<file path="src/rtl/dm_pkg.sv">
`default_nettype none
// ============================================================================
//  Module   : dm_pkg
//  Purpose  : Shared definitions for the halfword-merge arbiter slice:
//             default widths, requester tag values and the result-register
//             state encoding.
//  Revision : 1.0 - initial release
// ============================================================================
package dm_pkg;

    localparam int DM_DATA_W = 32;
    localparam int DM_CNT_W  = 16;
    localparam int HALF_W    = DM_DATA_W / 2;

    // Requester identifiers, also used as the round-robin pointer value
    localparam logic TAG_REQ0 = 1'b0;
    localparam logic TAG_REQ1 = 1'b1;

    // Result register occupancy
    localparam logic [0:0] ST_EMPTY = 1'b0;
    localparam logic [0:0] ST_FULL  = 1'b1;

endpackage : dm_pkg
`default_nettype wire

</file>
<file path="src/rtl/dm_merge_arbiter_if.sv">
`default_nettype none
// ============================================================================
//  Module   : dm_merge_arbiter_if
//  Purpose  : Bundles the two requester channels, the result channel and the
//             zero-counter control/status of dm_merge_arbiter.
//  Ports    : req0/a0/b0/gnt0, req1/a1/b1/gnt1  - requester handshakes
//             out_valid/out_ready/out_data/out_zero/out_tag - result channel
//             clr_cnt/zero_cnt                  - zero-result counter
//  Modports : slave  - the arbiter
//             master - requesters + consumer
//  Revision : 1.0 - initial release
// ============================================================================
interface dm_merge_arbiter_if
    import dm_pkg::*;
#(
    parameter int DATA_W = DM_DATA_W,
    parameter int CNT_W  = DM_CNT_W
) ();

    logic              req0;
    logic [DATA_W-1:0] a0;
    logic [DATA_W-1:0] b0;
    logic              gnt0;
    logic              req1;
    logic [DATA_W-1:0] a1;
    logic [DATA_W-1:0] b1;
    logic              gnt1;
    logic              out_valid;
    logic              out_ready;
    logic [DATA_W-1:0] out_data;
    logic              out_zero;
    logic              out_tag;
    logic              clr_cnt;
    logic [CNT_W-1:0]  zero_cnt;

    modport slave (
        input  req0, a0, b0, req1, a1, b1, out_ready, clr_cnt,
        output gnt0, gnt1, out_valid, out_data, out_zero, out_tag, zero_cnt
    );

    modport master (
        output req0, a0, b0, req1, a1, b1, out_ready, clr_cnt,
        input  gnt0, gnt1, out_valid, out_data, out_zero, out_tag, zero_cnt
    );

endinterface : dm_merge_arbiter_if
`default_nettype wire

</file>
<file path="src/rtl/dm_merge_core.sv">
`default_nettype none
// ============================================================================
//  Module   : dm_merge_core
//  Purpose  : Combinational halfword merge: upper half of b, lower half of a,
//             plus an all-zero flag for the merged value.
//  Ports    : a, b   - operands
//             merged - {b[DATA_W-1:DATA_W/2], a[DATA_W/2-1:0]}
//             zero   - merged == 0
//  Revision : 1.0 - initial release
// ============================================================================
module dm_merge_core
    import dm_pkg::*;
#(
    parameter int DATA_W = DM_DATA_W
) (
    input  wire logic [DATA_W-1:0] a,
    input  wire logic [DATA_W-1:0] b,
    output logic      [DATA_W-1:0] merged,
    output logic                   zero
);

    localparam int H = DATA_W / 2;

    // The discarded halves are intentionally dropped
    logic w_unused_halves;
    assign w_unused_halves = ^{a[DATA_W-1:H], b[H-1:0]};

    assign merged = {b[DATA_W-1:H], a[H-1:0]};
    assign zero   = ~|merged;

endmodule : dm_merge_core
`default_nettype wire

</file>
<file path="src/rtl/dm_merge_arbiter.sv">
`default_nettype none
// ============================================================================
//  Module   : dm_merge_arbiter
//  Purpose  : Round-robin arbiter sharing one halfword-merge unit between two
//             requesters, with a one-entry registered result stage
//             (valid/ready), requester tagging and a saturating count of
//             delivered zero results.
//  Ports    : clk    - rising-edge clock
//             rst_n  - asynchronous active-low reset
//             bus    - dm_merge_arbiter_if.slave (requesters, result, counter)
//  Revision : 1.0 - initial release
// ============================================================================
module dm_merge_arbiter
    import dm_pkg::*;
#(
    parameter int DATA_W = DM_DATA_W,
    parameter int CNT_W  = DM_CNT_W
) (
    input  wire logic         clk,
    input  wire logic         rst_n,
    dm_merge_arbiter_if.slave bus
);

    logic [0:0]        state_q, state_d;
    logic [DATA_W-1:0] data_q, data_d;
    logic              zero_q, zero_d;
    logic              tag_q, tag_d;
    logic              rr_ptr_q, rr_ptr_d;
    logic [CNT_W-1:0]  zero_cnt_q, zero_cnt_d;

    logic              w_out_valid;
    logic              w_can_accept;
    logic              w_gnt0, w_gnt1, w_grant, w_win;
    logic [DATA_W-1:0] w_op_a, w_op_b, w_merged;
    logic              w_merged_zero;

    // ------------------------------------------------------------------
    // Arbitration. Grants are suppressed while reset is held so that a
    // requester never sees an acceptance that the flops will discard.
    // ------------------------------------------------------------------
    always_comb begin
        w_can_accept = !w_out_valid || bus.out_ready;
        w_gnt0       = 1'b0;
        w_gnt1       = 1'b0;
        if (rst_n && w_can_accept) begin
            if (bus.req0 && bus.req1) begin
                if (rr_ptr_q == TAG_REQ0) w_gnt0 = 1'b1;
                else                      w_gnt1 = 1'b1;
            end else begin
                w_gnt0 = bus.req0;
                w_gnt1 = bus.req1;
            end
        end
    end

    assign w_grant = w_gnt0 | w_gnt1;
    assign w_win   = w_gnt1 ? TAG_REQ1 : TAG_REQ0;
    assign w_op_a  = w_gnt1 ? bus.a1 : bus.a0;
    assign w_op_b  = w_gnt1 ? bus.b1 : bus.b0;

    dm_merge_core #(
        .DATA_W (DATA_W)
    ) u_merge (
        .a      (w_op_a),
        .b      (w_op_b),
        .merged (w_merged),
        .zero   (w_merged_zero)
    );

    // ------------------------------------------------------------------
    // Result-register occupancy FSM
    // ------------------------------------------------------------------
    always_ff @(posedge clk or negedge rst_n) begin
        if (!rst_n) state_q <= ST_EMPTY;
        else        state_q <= state_d;
    end

    always_comb begin
        state_d = state_q;
        case (state_q)
            ST_EMPTY: if (w_grant)                     state_d = ST_FULL;
            ST_FULL:  if (bus.out_ready && !w_grant)   state_d = ST_EMPTY;
            default:                                   state_d = ST_EMPTY;
        endcase
    end

    always_comb begin
        w_out_valid = (state_q == ST_FULL);
    end

    // ------------------------------------------------------------------
    // Result payload, round-robin pointer and zero counter. A grant only
    // happens when the register can accept, so "grant" alone decides load.
    // ------------------------------------------------------------------
    always_comb begin
        data_d     = data_q;
        zero_d     = zero_q;
        tag_d      = tag_q;
        rr_ptr_d   = rr_ptr_q;
        zero_cnt_d = zero_cnt_q;

        if (w_grant) begin
            data_d   = w_merged;
            zero_d   = w_merged_zero;
            tag_d    = w_win;
            rr_ptr_d = ~w_win;
        end

        if (bus.clr_cnt) begin
            zero_cnt_d = '0;
        end else if (w_out_valid && bus.out_ready && zero_q && (zero_cnt_q != {CNT_W{1'b1}})) begin
            zero_cnt_d = zero_cnt_q + CNT_W'(1);
        end
    end

    always_ff @(posedge clk or negedge rst_n) begin
        if (!rst_n) begin
            data_q     <= '0;
            zero_q     <= 1'b0;
            tag_q      <= TAG_REQ0;
            rr_ptr_q   <= TAG_REQ0;
            zero_cnt_q <= '0;
        end else begin
            data_q     <= data_d;
            zero_q     <= zero_d;
            tag_q      <= tag_d;
            rr_ptr_q   <= rr_ptr_d;
            zero_cnt_q <= zero_cnt_d;
        end
    end

    assign bus.gnt0      = w_gnt0;
    assign bus.gnt1      = w_gnt1;
    assign bus.out_valid = w_out_valid;
    assign bus.out_data  = data_q;
    assign bus.out_zero  = zero_q;
    assign bus.out_tag   = tag_q;
    assign bus.zero_cnt  = zero_cnt_q;

endmodule : dm_merge_arbiter
`default_nettype wire

</file>
<file path="src/flat_wrapper.sv">
// flat-port wrapper written by rule: the top's interface ports become plain ports
module dm_merge_arbiter_flat import dm_pkg::*;
#(
    parameter int DATA_W = DM_DATA_W,
    parameter int CNT_W  = DM_CNT_W
)
  (clk, rst_n, bus_req0, bus_a0, bus_b0, bus_req1, bus_a1, bus_b1, bus_out_ready, bus_clr_cnt, bus_gnt0, bus_gnt1, bus_out_valid, bus_out_data, bus_out_zero, bus_out_tag, bus_zero_cnt);
  dm_merge_arbiter_if #(.DATA_W(DATA_W), .CNT_W(CNT_W)) bus_i ();
  input  wire logic clk;
  input  wire logic rst_n;
  input wire logic [$bits(bus_i.req0)-1:0] bus_req0;
  input wire logic [$bits(bus_i.a0)-1:0] bus_a0;
  input wire logic [$bits(bus_i.b0)-1:0] bus_b0;
  input wire logic [$bits(bus_i.req1)-1:0] bus_req1;
  input wire logic [$bits(bus_i.a1)-1:0] bus_a1;
  input wire logic [$bits(bus_i.b1)-1:0] bus_b1;
  input wire logic [$bits(bus_i.out_ready)-1:0] bus_out_ready;
  input wire logic [$bits(bus_i.clr_cnt)-1:0] bus_clr_cnt;
  output wire logic [$bits(bus_i.gnt0)-1:0] bus_gnt0;
  output wire logic [$bits(bus_i.gnt1)-1:0] bus_gnt1;
  output wire logic [$bits(bus_i.out_valid)-1:0] bus_out_valid;
  output wire logic [$bits(bus_i.out_data)-1:0] bus_out_data;
  output wire logic [$bits(bus_i.out_zero)-1:0] bus_out_zero;
  output wire logic [$bits(bus_i.out_tag)-1:0] bus_out_tag;
  output wire logic [$bits(bus_i.zero_cnt)-1:0] bus_zero_cnt;
  assign bus_i.req0 = bus_req0;
  assign bus_i.a0 = bus_a0;
  assign bus_i.b0 = bus_b0;
  assign bus_i.req1 = bus_req1;
  assign bus_i.a1 = bus_a1;
  assign bus_i.b1 = bus_b1;
  assign bus_i.out_ready = bus_out_ready;
  assign bus_i.clr_cnt = bus_clr_cnt;
  assign bus_gnt0 = bus_i.gnt0;
  assign bus_gnt1 = bus_i.gnt1;
  assign bus_out_valid = bus_i.out_valid;
  assign bus_out_data = bus_i.out_data;
  assign bus_out_zero = bus_i.out_zero;
  assign bus_out_tag = bus_i.out_tag;
  assign bus_zero_cnt = bus_i.zero_cnt;
  dm_merge_arbiter #(.DATA_W(DATA_W), .CNT_W(CNT_W)) u_core (.clk(clk), .rst_n(rst_n), .bus(bus_i));
endmodule
</file>
<file path="config.mk">
export PLATFORM = sky130hd
export DESIGN_NAME = dm_merge_arbiter_flat
export DESIGN_NICKNAME = d
export VERILOG_FILES = /design/src/rtl/dm_pkg.sv /design/src/rtl/dm_merge_arbiter_if.sv /design/src/rtl/dm_merge_core.sv /design/src/rtl/dm_merge_arbiter.sv /design/src/flat_wrapper.sv
export SDC_FILE = /design/constraint.sdc
export NUM_CORES = 1
export LEC_CHECK = 0
export CORE_UTILIZATION = 39
export CTS_BUF_LIST = sky130_fd_sc_hd__clkbuf_8
export CTS_CLUSTER_DIAMETER = 200
export DETAILED_ROUTE_END_ITERATION = 8
export PLACE_DENSITY = 0.88
export SLEW_MARGIN = 20
export SYNTH_ARGS = -nofsm -noshare
export SYNTH_HDL_FRONTEND = slang
export SYNTH_SLANG_ARGS = --single-unit
</file>
<file path="constraint.sdc">
create_clock -name clk -period 4.6 [get_ports clk]
set_input_delay 1.15 -clock clk [delete_from_list [all_inputs] [get_ports clk]]
set_output_delay 1.15 -clock clk [all_outputs]
set_load 0.005 [all_outputs]
</file>
=== Word level (Yosys, flattened, before mapping) ===
Index checks and enable logic that the tools add are counted.

* Flip-flop bits (word level): 52
* Input bits: 134
* Output and inout port bits: 53
* Logic and storage cells: 37

* Add/subtract/negate cells: 1
* Equal/unequal tests: 1
* Multiplexer cells: 14
* Bitwise logic cells: 3
* Reductions and logical operators: 12

{| class="wikitable"
|+ Operators with widths
! cell !! number
|-
| 16-bit 2-to-1 mux || 3
|-
| 32-bit 2-to-1 mux || 1
|-
| 32-bit OR reduction || 1
|-
| 16-bit by 1-bit adder with 16-bit output (second input constant) || 1
|-
| 16-bit != test (second input constant) || 1
|-
| 1-bit 2-to-1 mux || 9
|-
| 1-bit logical AND || 6
|-
| 1-bit zero test || 3
|-
| 1-bit NOT || 2
|-
| 1-bit one-hot mux with 2 select lines || 1
|-
| 2-bit nonzero test || 1
|-
| 1-bit logical OR || 1
|-
| 1-bit bitwise OR || 1
|}

=== Depth between registers and ports, before layout ===
* Depth after elaboration: 9
* Mapped depth: 6
* Depth with buffers taken out: 5

=== By module ===
A second synthesis with hierarchy kept.

* Cell total of the unflattened synthesis: 299
* Area total of the unflattened synthesis: 3390.8 um2

{| class="wikitable"
|+ Modules (own cells, without submodules)
! module !! times used !! cells each !! area each (um2) !! seq. area each (um2)
|-
| dm_merge_arbiter || 1 || 256 || 3078.0 || 1301.2
|-
| dm_merge_core || 1 || 43 || 312.8 || 0.0
|}

=== Worst setup path before layout ===
No wires, ideal clock.

* Kind: input-to-output
* Start point: input bus_out_ready
* End point: output bus_gnt1
* Data arrival time: 2.100 ns
* Data required time: 3.450 ns
* Setup slack: 1.350 ns
* Stages: 5
* Path buffers: 2
* Cells stage by stage: nand2b_1 -> o2111ai_1 -> clkbuf_1 -> buf_2 -> inv_1

* Word-level cells in the longest chain between the ends: 3

{| class="wikitable"
|+ RTL lines
! element !! RTL line !! RTL
|-
| start: declaration || flat_wrapper.sv:17 || <nowiki>input wire logic [$bits(bus_i.out_ready)-1:0] bus_out_ready;</nowiki>
|-
| 1-bit logical OR || dm_merge_arbiter.sv:42 || <nowiki>w_can_accept = !w_out_valid || bus.out_ready;</nowiki>
|-
| 1-bit logical AND || dm_merge_arbiter.sv:45 || <nowiki>if (rst_n && w_can_accept) begin</nowiki>
|-
| 1-bit 2-to-1 mux || dm_merge_arbiter.sv:45 ||
|-
| end: declaration || flat_wrapper.sv:20 || <nowiki>output wire logic [$bits(bus_i.gnt1)-1:0] bus_gnt1;</nowiki>
|}

No other way between the ends.

=== Worst setup path in the final report ===
* Start point: input bus_out_ready
* End point: output bus_gnt0

* Word-level cells in the longest chain between the ends: 3

{| class="wikitable"
|+ RTL lines
! element !! RTL line !! RTL
|-
| 1-bit logical OR || dm_merge_arbiter.sv:42 ||
|-
| 1-bit logical AND || dm_merge_arbiter.sv:45 ||
|-
| 1-bit 2-to-1 mux || dm_merge_arbiter.sv:45 ||
|-
| end: declaration || flat_wrapper.sv:19 || <nowiki>output wire logic [$bits(bus_i.gnt0)-1:0] bus_gnt0;</nowiki>
|}

No other way between the ends.

==> reports/qor.tcl <==
set qor(final_min_period_over_clock_period_pct) 85.2
set qor(fraction_of_power_spent_switching_nets_pct) 24.9
set qor(worst_hold_slack_ns) 0.484
set qor(synthesized_area_um2) 2690
set qor(total_negative_slack_for_setup_checks_ns) 0
set qor(min_from) {u_core.bus.out_data[19]}
set qor(routed_via_density) 5.61
set qor(postSynthNetCount) 415
set qor(synthesis.instances) 280
set qor(worstSkewPairLatency_ns) 0.30
set qor(die-height_um) 85.1
set qor(seqPwrFrac_pct) 46.1
set qor(peakVddDrop_v) 0.000163
set qor(result_of_the_run) {complete, no violations}
set qor(global_route.usage.total_pct) 22.0
set qor(core-area_um2) 6490
set qor(number_of_endpoints_failing_setup_at_the_final_stage) 0
set qor(internal_power_mw) 0.887
set qor(synthTopCellsByArea) {dfrtp_1, mux2i_1, o21ai_0}
set qor(postSynthRegisterBits) 52
set qor(cts_resized) 0
set qor(min_path_type) {reg2reg}
set qor(pwr-share-clk_pct) 28.6
set qor(final_cell_mix) {clkdlybuf4s50_1, dfrtp_1, nand2_1}
set qor(row_count) 29
set qor(worst_ep_arrival_time_ns) 2.77
set qor(slew_violations) 0
set qor(slew_headroom_pct) 33.4
set qor(critPathRequiredTime_ns) 3.45
set qor(routed-via-count) 2664
set qor(cts_made_buffers) 5
set qor(first_pass_iters) 4
set qor(netlist.area_leader.share_pct) 48.3
set qor(layout.cells.most_common) {clkdlybuf4s50_1}
set qor(hold_end) {u_core.bus.out_data[19]}
set qor(post_synth.cell_area_avg_um2) 9.62
set qor(critPathKind) {in2out}
set qor(h-tree-depth) 2
set qor(root_buffer) {clkbuf_8}
set qor(tightest_slew_ns) 0.991
set qor(worst_clock_skew_on_the_final_layout_ns) 0.00599
set qor(design.final.nets) 532
set qor(routedWlPerCell_um) 16.0
set qor(first_pass_grt_wire_length_mm) 12.5
set qor(switchingPower_mw) 0.295
set qor(crit_path_start_kind) {primary input}
set qor(floorplan.die_area_um2) 7240
set qor(area.growth.synth_to_final_pct) 52.6
set qor(antenna_violating_nets_post_route) 0
set qor(initial_core_util_pct) 41.5
set qor(timing.hold.worst_path_depth) 2
set qor(dp_hpwl_mm) 5.84
set qor(cellLeakagePower_nw) 1.81
set qor(die-width_um) 85.1
set qor(nFillCells) 539
set qor(largest_net_degree_at_the_start_of_global_routing) 67
set qor(tritoncts_num_sinks) 52
set qor(worstReg2RegStart) {u_core.bus.zero_cnt[1]}
set qor(post_cts_hold_buffer_count) 0
set qor(max-cap-violations) 0
set qor(cp-end-kind) {primary output}
set qor(power-per-cell-area_nw_per_um2) 288
set qor(first_global_vias) 2644
set qor(worst_r2r_endpoint) {u_core.bus.zero_cnt[0]}
set qor(antenna-diode-count) 0
set qor(finalHoldViolCount) 0
set qor(synth.largest_area_cell) {dfrtp_1}
set qor(count_of_input_and_output_buffers) 122
set qor(routabilityCongestion) 0.903
set qor(finalCriticalPeriod_ns) 3.92
set qor(synth-warning-count) 0
set qor(detail_route.wirelength_mm) 7.61
set qor(synth-seq-area-share_pct) 48.3
set qor(boundaryPins) 187
set qor(r2r_slack_ns) 2.29
set qor(cts_tree) {done}
set qor(global_route.overflow_total) 0
set qor(power_frac_comb_pct) 25.3
set qor(first_iter_violations) 131
set qor(critical_path.max_fanout) 5
set qor(antenna_found_initial) 0
set qor(final_layout_size_suffix_gt1_share_pct) 5.53
set qor(drc) 0
set qor(yosysUniqueCellTypes) 33
set qor(cts_buffer_depth) 2
set qor(worst_setup_hold_path_clk_slew_ns) 0.09
set qor(rr_worst_depth) 5
set qor(max_freq_ghz) 0.255
set qor(cts_setup_buffers) 0
set qor(grt_setup_unrepaired) {false}
[synthesized netlist by cell type (all sizes together)]
master	count
or4	6
mux2i	32
o21a	1
mux2	5
nor2b	6
clkbuf	10
o211ai	2
and4	1
o31ai	3
o221a	1
nand4	9
o21ai	36
buf	5
dfrtp	52
o311ai	3
inv	6
a211oi	1
a21oi	10
ha	1
o41ai	4
nor4	14
nand3	6
or3	3
nand2	46
a2111o	1
nor2	7
o2111ai	1
and3	1
nand2b	1
a21o	1
nor3	4
or4b	1
[worst max path at each step]
stage,startpoint,end,slack [ns],cells after the start
2_1_floorplan,bus_out_ready,bus_gnt1,1.35,5
3_3_place_gp,bus_out_ready,bus_gnt0,0.72,5
3_5_place_dp,bus_out_ready,bus_gnt0,0.68,5
4_1_cts,bus_out_ready,bus_gnt0,0.67,5
5_1_grt,bus_out_ready,bus_gnt0,0.59,5
6_report,bus_out_ready,bus_gnt0,0.68,5
[stage by stage]
stage | instance area, um2 | setup WS, ns | std cells | util [%] | power (mW)
2_1_floorplan | 2690 | 1.35 | 280 | - | 0.638
4_1_cts | 4110 | 0.674 | 475 | 63.3 | 1.20
6_report | 4110 | 0.682 | 475 | 63.3 | 1.18
3_5_place_dp | 3980 | 0.683 | 467 | 61.3 | 0.855
5_1_grt | 4110 | 0.589 | 475 | 63.3 | 1.25
3_3_place_gp | 3980 | 0.720 | 467 | 61.3 | 0.846
[logic make-up after synthesis]
family                   Yosys count  synth area share, %
flip-flops                        52                 48.3
multiplexers                      37                 14.0
adder cells (fa/ha/maj)            1                0.464
AO/OA/AOI/OAI                     64                 14.2
AND/OR/NAND/NOR                  105                 19.9
buffers and inverters             21                 3.16
[flip-flops by register name (all words and copies together), names as in the netlist]
name	flops
u_core.rr_ptr_q	1
u_core.bus.zero_cnt	16
u_core.bus.out_valid	1
u_core.bus.out_data	32
u_core.bus.out_zero	1
u_core.bus.out_tag	1
[power groups by stage]
stage                     Combinational (mW)  Clock, mW  Sequential [mW]
after floorplan                       0.0832          0            0.555
after global placement                 0.293          0            0.552
after detailed placement               0.302          0            0.553
after CTS                              0.303      0.350            0.545
after global routing                   0.327      0.373            0.552
final                                  0.299      0.338            0.545
[final cells by class]
cell class / instances / area [um2] / area share (%)
clock buffers: 7 / 96.3 / 2.34
flip-flops and latches: 52 / 1300 / 31.7
well taps: 77 / 96.3 / 2.34
clock inverters: 1 / 30.0 / 0.731
repair buffers: 125 / 1240 / 30.1
multi-input cells: 207 / 1330 / 32.2
inverters: 6 / 22.5 / 0.548
[layer usage]
metal / part of all wire (%) / global-route usage, % / wire [um] / vias to the layer above
met5: 0 / 0 / 0 / -
li1: - / - / - / 1269
met3: 8.6 / 6.13 / 656 / 6
met2: 50 / 37.2 / 3780 / 131
met4: 0.80 / 6.93 / 61 / 0
met1: 41 / 27.3 / 3110 / 1258
[worst max-delay path: stages]
cell and delay (ns):
clkdlybuf4s50_1 0.53, nand2b_1 0.26, nand4_1 0.22, inv_1 0.11, clkdlybuf4s50_1 0.50
Power figures use the tool's default switching activity.
